[config.mk]
export PLATFORM = sky130hd
export DESIGN_NAME = lc3_control
export DESIGN_NICKNAME = d
export VERILOG_FILES = /design/src/rtl/lc3_control.sv
export SDC_FILE = /design/constraint.sdc
export NUM_CORES = 1
export LEC_CHECK = 0
export BUFFER_PORTS_ARGS = -buffer_cell sky130_fd_sc_hd__buf_2
export CORE_ASPECT_RATIO = 0.7
export CORE_MARGIN = 4
export CORE_UTILIZATION = 39
export CTS_CLUSTER_SIZE = 16
export DETAILED_ROUTE_END_ITERATION = 7
export PLACE_DENSITY_LB_ADDON = 0.25
export REMOVE_ABC_BUFFERS = 1
export SETUP_SLACK_MARGIN = 0.4
export SYNTH_ARGS = -nofsm -noshare
export SYNTH_HDL_FRONTEND = slang
export SYNTH_SLANG_ARGS = --single-unit
[constraint.sdc]
create_clock -name clk -period 4.05 [get_ports clk]
set_clock_uncertainty 0.15 [all_clocks]
set_input_delay 0 -clock clk [delete_from_list [all_inputs] [get_ports clk]]
set_output_delay 0 -clock clk [all_outputs]
set_load 0.02 [all_outputs]
[src/rtl/lc3_control.sv]
// lc3_control: multi-cycle fetch/decode/execute sequencer for the LC-3 datapath.
// Outputs are decoded from state and IR and are forced to zero while reset is asserted.
module lc3_control (
   input  logic        clk,
   input  logic        rst_n,
   input  logic [15:0] ir,
   input  logic [2:0]  cc,
   input  logic        mem_ready,
   output logic        ld_ir,
   output logic        ld_reg,
   output logic        ld_pc,
   output logic        ld_cc,
   output logic        ld_mar,
   output logic        ld_mdr,
   output logic        gate_alu,
   output logic        gate_pc,
   output logic        gate_marmux,
   output logic        gate_mdr,
   output logic [2:0]  dr,
   output logic [2:0]  sr1,
   output logic [2:0]  sr2,
   output logic [1:0]  aluk,
   output logic        a1m_sel,
   output logic [1:0]  a2m_sel,
   output logic [1:0]  pcmux_sel,
   output logic        marmux_sel,
   output logic        mem_en,
   output logic        mem_rw,
   output logic        instr_done,
   output logic        halted
);
   typedef enum logic [3:0] {
      FETCH1, FETCH2, FETCH3, DECODE, ALU, BR, JMP, JSR1,
      JSR2, LEA, ADDR, MEMRD, LDWB, STDATA, MEMWR, HALT
   } state_t;
   state_t state, state_next;
   logic ben;
   logic [3:0] op;
   assign op = ir[15:12];
   always_ff @(posedge clk or negedge rst_n) begin
      if (!rst_n) begin
         state <= FETCH1;
         ben   <= 1'b0;
      end else begin
         state <= state_next;
         if (state == DECODE) ben <= |(ir[11:9] & cc);
      end
   end
   always_comb begin
      state_next  = state;
      ld_ir       = 1'b0;
      ld_reg      = 1'b0;
      ld_pc       = 1'b0;
      ld_cc       = 1'b0;
      ld_mar      = 1'b0;
      ld_mdr      = 1'b0;
      gate_alu    = 1'b0;
      gate_pc     = 1'b0;
      gate_marmux = 1'b0;
      gate_mdr    = 1'b0;
      dr          = rst_n ? ir[11:9] : 3'd0;
      sr1         = rst_n ? ir[8:6] : 3'd0;
      sr2         = rst_n ? ir[2:0] : 3'd0;
      aluk        = 2'd0;
      a1m_sel     = 1'b0;
      a2m_sel     = 2'd0;
      pcmux_sel   = 2'd0;
      marmux_sel  = 1'b0;
      mem_en      = 1'b0;
      mem_rw      = 1'b0;
      instr_done  = 1'b0;
      halted      = 1'b0;
      if (rst_n) begin
         case (state)
            FETCH1: begin
               gate_pc    = 1'b1;
               ld_mar     = 1'b1;
               pcmux_sel  = 2'd2;
               ld_pc      = 1'b1;
               state_next = FETCH2;
            end
            FETCH2: begin
               mem_en = 1'b1;
               ld_mdr = mem_ready;
               if (mem_ready) state_next = FETCH3;
            end
            FETCH3: begin
               gate_mdr   = 1'b1;
               ld_ir      = 1'b1;
               state_next = DECODE;
            end
            DECODE: begin
               case (op)
                  4'b0001, 4'b0101, 4'b1001:         state_next = ALU;
                  4'b0000:                           state_next = BR;
                  4'b1100:                           state_next = JMP;
                  4'b0100:                           state_next = JSR1;
                  4'b1110:                           state_next = LEA;
                  4'b0010, 4'b0011, 4'b0110, 4'b0111: state_next = ADDR;
                  default:                           state_next = HALT;
               endcase
            end
            ALU: begin
               aluk       = (op == 4'b0001) ? 2'd2 : (op == 4'b0101) ? 2'd0 : 2'd1;
               gate_alu   = 1'b1;
               ld_reg     = 1'b1;
               ld_cc      = 1'b1;
               instr_done = 1'b1;
               state_next = FETCH1;
            end
            BR: begin
               a1m_sel    = ben;
               a2m_sel    = {1'b0, ben};
               pcmux_sel  = {1'b0, ben};
               ld_pc      = ben;
               instr_done = 1'b1;
               state_next = FETCH1;
            end
            JMP: begin
               a2m_sel    = 2'd3;
               pcmux_sel  = 2'd1;
               ld_pc      = 1'b1;
               instr_done = 1'b1;
               state_next = FETCH1;
            end
            JSR1: begin
               gate_pc    = 1'b1;
               dr         = 3'd7;
               ld_reg     = 1'b1;
               state_next = JSR2;
            end
            JSR2: begin
               a1m_sel    = ir[11];
               a2m_sel    = ir[11] ? 2'd0 : 2'd3;
               pcmux_sel  = 2'd1;
               ld_pc      = 1'b1;
               instr_done = 1'b1;
               state_next = FETCH1;
            end
            LEA: begin
               a1m_sel     = 1'b1;
               a2m_sel     = 2'd1;
               marmux_sel  = 1'b1;
               gate_marmux = 1'b1;
               ld_reg      = 1'b1;
               instr_done  = 1'b1;
               state_next  = FETCH1;
            end
            // ir[14] separates base+offset6 forms, ir[12] separates stores
            ADDR: begin
               marmux_sel  = 1'b1;
               gate_marmux = 1'b1;
               ld_mar      = 1'b1;
               a1m_sel     = ~ir[14];
               a2m_sel     = ir[14] ? 2'd2 : 2'd1;
               state_next  = ir[12] ? STDATA : MEMRD;
            end
            MEMRD: begin
               mem_en = 1'b1;
               ld_mdr = mem_ready;
               if (mem_ready) state_next = LDWB;
            end
            LDWB: begin
               gate_mdr   = 1'b1;
               ld_reg     = 1'b1;
               ld_cc      = 1'b1;
               instr_done = 1'b1;
               state_next = FETCH1;
            end
            STDATA: begin
               sr1        = ir[11:9];
               aluk       = 2'd3;
               gate_alu   = 1'b1;
               ld_mdr     = 1'b1;
               state_next = MEMWR;
            end
            MEMWR: begin
               mem_rw     = 1'b1;
               instr_done = mem_ready;
               if (mem_ready) state_next = FETCH1;
            end
            HALT: halted = 1'b1;
         endcase
      end
   end
endmodule

==> results.md <==
* Mapped cell area at approximately 1000 sq um
* Cts bufs inserted at 3
* Worst min path class: in -> async
* Tmin final at 2.50 ns
* Syn Area/Cell at 6.09 sq um
* Via count at about 1.3k
* Port bufs at slightly below 50
* Crit path capture type: output port
* Share of layout cells above drive strength 1 at between 20 and 30%
* Most common cell after layout, fill and taps aside: buf_2
* Vias in the first global route at between 1k and 1.5k
* Routed wire per std cell at about 14 um
* Sequential area share after synthesis at roughly an eighth
* Largest net degree at the start of global routing at 23
* Leak at between 0.6 and 0.7 nW
* Kind of start point of the critical path: flop
* Main combinational cell family by area after synthesis: simple AND/OR/NAND/NOR gates
* Grt met1 use at about 30%
* Initial Util at a little over two fifths
* Reg clk slew, reported paths at ~0.05 ns
* Die Y at roughly 50 um
* Cell Rows at 14
* Setup violators final at 0
* Fin. max-slew vios at 0
* Final HPWL DP at approximately 2500 um
* Final Hold Viols at 0
* Simple logic cell fraction of the synthesized area at between 40 and 50%
* DRT antenna net count at 0
* Buf/Inv on CP at 1
* CP max-delay cell: dfrtp_1
* Filler-free cell count of the finished design at between 200 and 250
* IO Count at 53
* Synth Area in Compound Gates at around 28%
* Clk_lat worst skew at roughly 0.25 ns
* Seq cells post-synth at 5
* Outcome: completed
* Met3 usage at under 10%
* CP top delay family: flip-flops
* Via/cell ratio at approximately 5.5
* Critical Path, Cell by Cell: nor2b_1 > nand2_1 > a21o_1 > a2111oi_2 > buf_2
* Total GRT Usage at slightly above 20%
* Initial DRC Count at ~160
* # H-tree levels at 1
* Pwr Density at 443 mW/mm^2
* Synthesis-to-layout area growth at 27.3%
* Post_cts resized at 0
* Final period util at between 60% and 70%
* Die width at around 68 um
* Antenna violations before repair at 0
* Core outline area at 0.00226 sq mm
* Grt ovf at 0
* Die area at approximately 0.0034 sq mm
* Post-route DRC at 0
* Max Clk Rate at approximately 400 MHz
* Slew @ Worst Pin at roughly 0.7 ns
* Maximum vdd drop at 0.201 mV
* GR Util met2 at between 20% and 30%
* WL final at 3290 um
* Mapped Cells at 160
* First-pass GRT wire length at around 5300 um
* Sequential cell area at approximately 130 sq um
* Unique masters post-synth at 39
* RSZ-0062 raised after global routing: no
* Multi-input gate area at 748 sq um
* Fill count at 230
* Final net count at about 230
* Max clock buf depth at 2
* Post-placement cell count at roughly 230
* N_diodes at 0
* Top Usage Layer GRT: met1
* Adder-cell share of the synthesized area at 0%
* RePlAce Congestion at a little under 0.9
* Max Cap Viol at 0
* Critical path data required time at 3.90 ns
* Post-CTS Repair Setup Buffers at 0
* Setup TNS at 0 ns
* Crit path DAT at between 2 and 2.5 ns
* XOR/XNOR Fraction of Synth Area at about 4.5%
* Post-synthesis mux area share at under 10%
* CTS Root Cell: clkbuf_4
* Worst path max stage delay at just over 0.7 ns
* Synth warnings at 0
* Critical path fanouts, max at 19
* First-pass iteration count of the detailed router at 5
* Clock sinks at 5
* Commonest cells after routing, fill and taps aside: buf_2, nand2_1, nor2_1
* Setup Crit Path Kind: reg -> out
* Worst slew margin at 52.4%
* CTS tree: built
## report_power, final
| part | leakage [nW] | internal [W] | switching, W |
|---|---|---|---|
| Sequential | 0.0634 | 0.0000658 | 0.0000695 |
| Clock | 0.0150 | 0.0000374 | 0.0000224 |
| Combinational | 0.540 | 0.000139 | 0.000215 |
| Total | 0.618 | 0.000243 | 0.000307 |
## logic make-up (layout without fill, tap and decap cells)
| logic type | after synthesis | in the layout |
|---|---|---|
| buffers and inverters | 20 | 63 |
| multiplexers | 3 | 3 |
| AO/OA/AOI/OAI | 42 | 42 |
| XOR/XNOR | 5 | 5 |
| AND/OR/NAND/NOR | 85 | 85 |
| flip-flops | 5 | 5 |
## worst paths after layout
kind                                      start                   end  slack, ns  depth (start not counted)
hold / removal                            rst_n  state[1]$_DFFE_PN0P_       0.05                          2
setup reg to reg           state[1]$_DFFE_PN0P_  state[2]$_DFFE_PN0P_       2.05                          4
min in group clk                         ir[13]  state[1]$_DFFE_PN0P_       0.08                          4
hold reg to reg                 ben$_DFFE_PN0N_       ben$_DFFE_PN0N_       0.40                          2
setup / recovery           state[3]$_DFFE_PN0P_            a2m_sel[0]       1.55                          5
max in group asynchronous                 rst_n  state[0]$_DFFE_PN0P_       3.42                          2
## routing by layer
metal | share of wire [%] | wire length, um
met1 | 46 | 1520
met2 | 44 | 1460
met3 | 8.6 | 282
met4 | 0.94 | 31
met5 | 0 | 0
## Yosys cell counts
library cell	instances	share of area, %
nand2_1	25	9.6
nor2_1	24	9.2
a21oi_1	15	7.7
o21ai_0	8	4.1
nor3_1	7	3.6
and2_1	6	3.9
buf_2	6	3.1
inv_1	6	2.3
dfrtp_1	5	13
nand3_1	5	2.6
nor2b_1	5	3.2
a31oi_1	4	2.6
nand2b_1	4	2.6
buf_4	3	2.3
clkbuf_1	3	1.2
mux2i_1	3	3.1
xor2_1	3	2.7
a22oi_1	2	1.5
nand3b_1	2	1.5
o221ai_1	2	1.8
o32ai_1	2	1.8
or2_1	2	1.3
xnor2_1	2	1.8
a2111oi_2	1	1.5
a211o_1	1	0.90
a211oi_1	1	0.77
a21o_1	1	0.77
a221oi_1	1	0.90
a222oi_1	1	1.0
and3_1	1	0.64
buf_6	1	1.2
inv_2	1	0.38
nand2b_4	1	1.4
nor4_1	1	0.64
o21a_1	1	0.77
o22ai_1	1	0.64
o2bb2ai_1	1	0.90
or2_2	1	0.64
or3_1	1	0.64
## metrics by stage
stage                     hold slack (ns)  area [sq um]  worst slack [ns]  total power, W  utilization (%)
after global routing               0.0780          1240              1.33        0.000599             54.9
after floorplan                    -0.446           900              2.04        0.000372                -
after global placement             -0.234          1180              1.90        0.000475             52.4
final                              0.0461          1240              1.55        0.000549             54.9
after detailed placement           -0.227          1180              1.83        0.000482             52.4
after CTS                          0.0402          1240              1.55        0.000547             54.9
## area by class of cell
class	count	area share, %
Multi-Input combinational cell	135	60.3
Clock buffer	4	2.12
Timing Repair Buffer	52	22.2
Tap cell	32	3.23
Sequential cell	5	10.1
Inverter	7	2.12
## what timing repair did
action                                  4_1_cts  5_1_grt
endpoints found under the hold margin         6        0
hold buffers                                  3        0
endpoints found under the setup margin        0        0
## flip-flops by register name (all words and copies together) (netlist names)
signal  cells
state       4
ben         1
No activity file was read; power rests on OpenSTA's default activity.
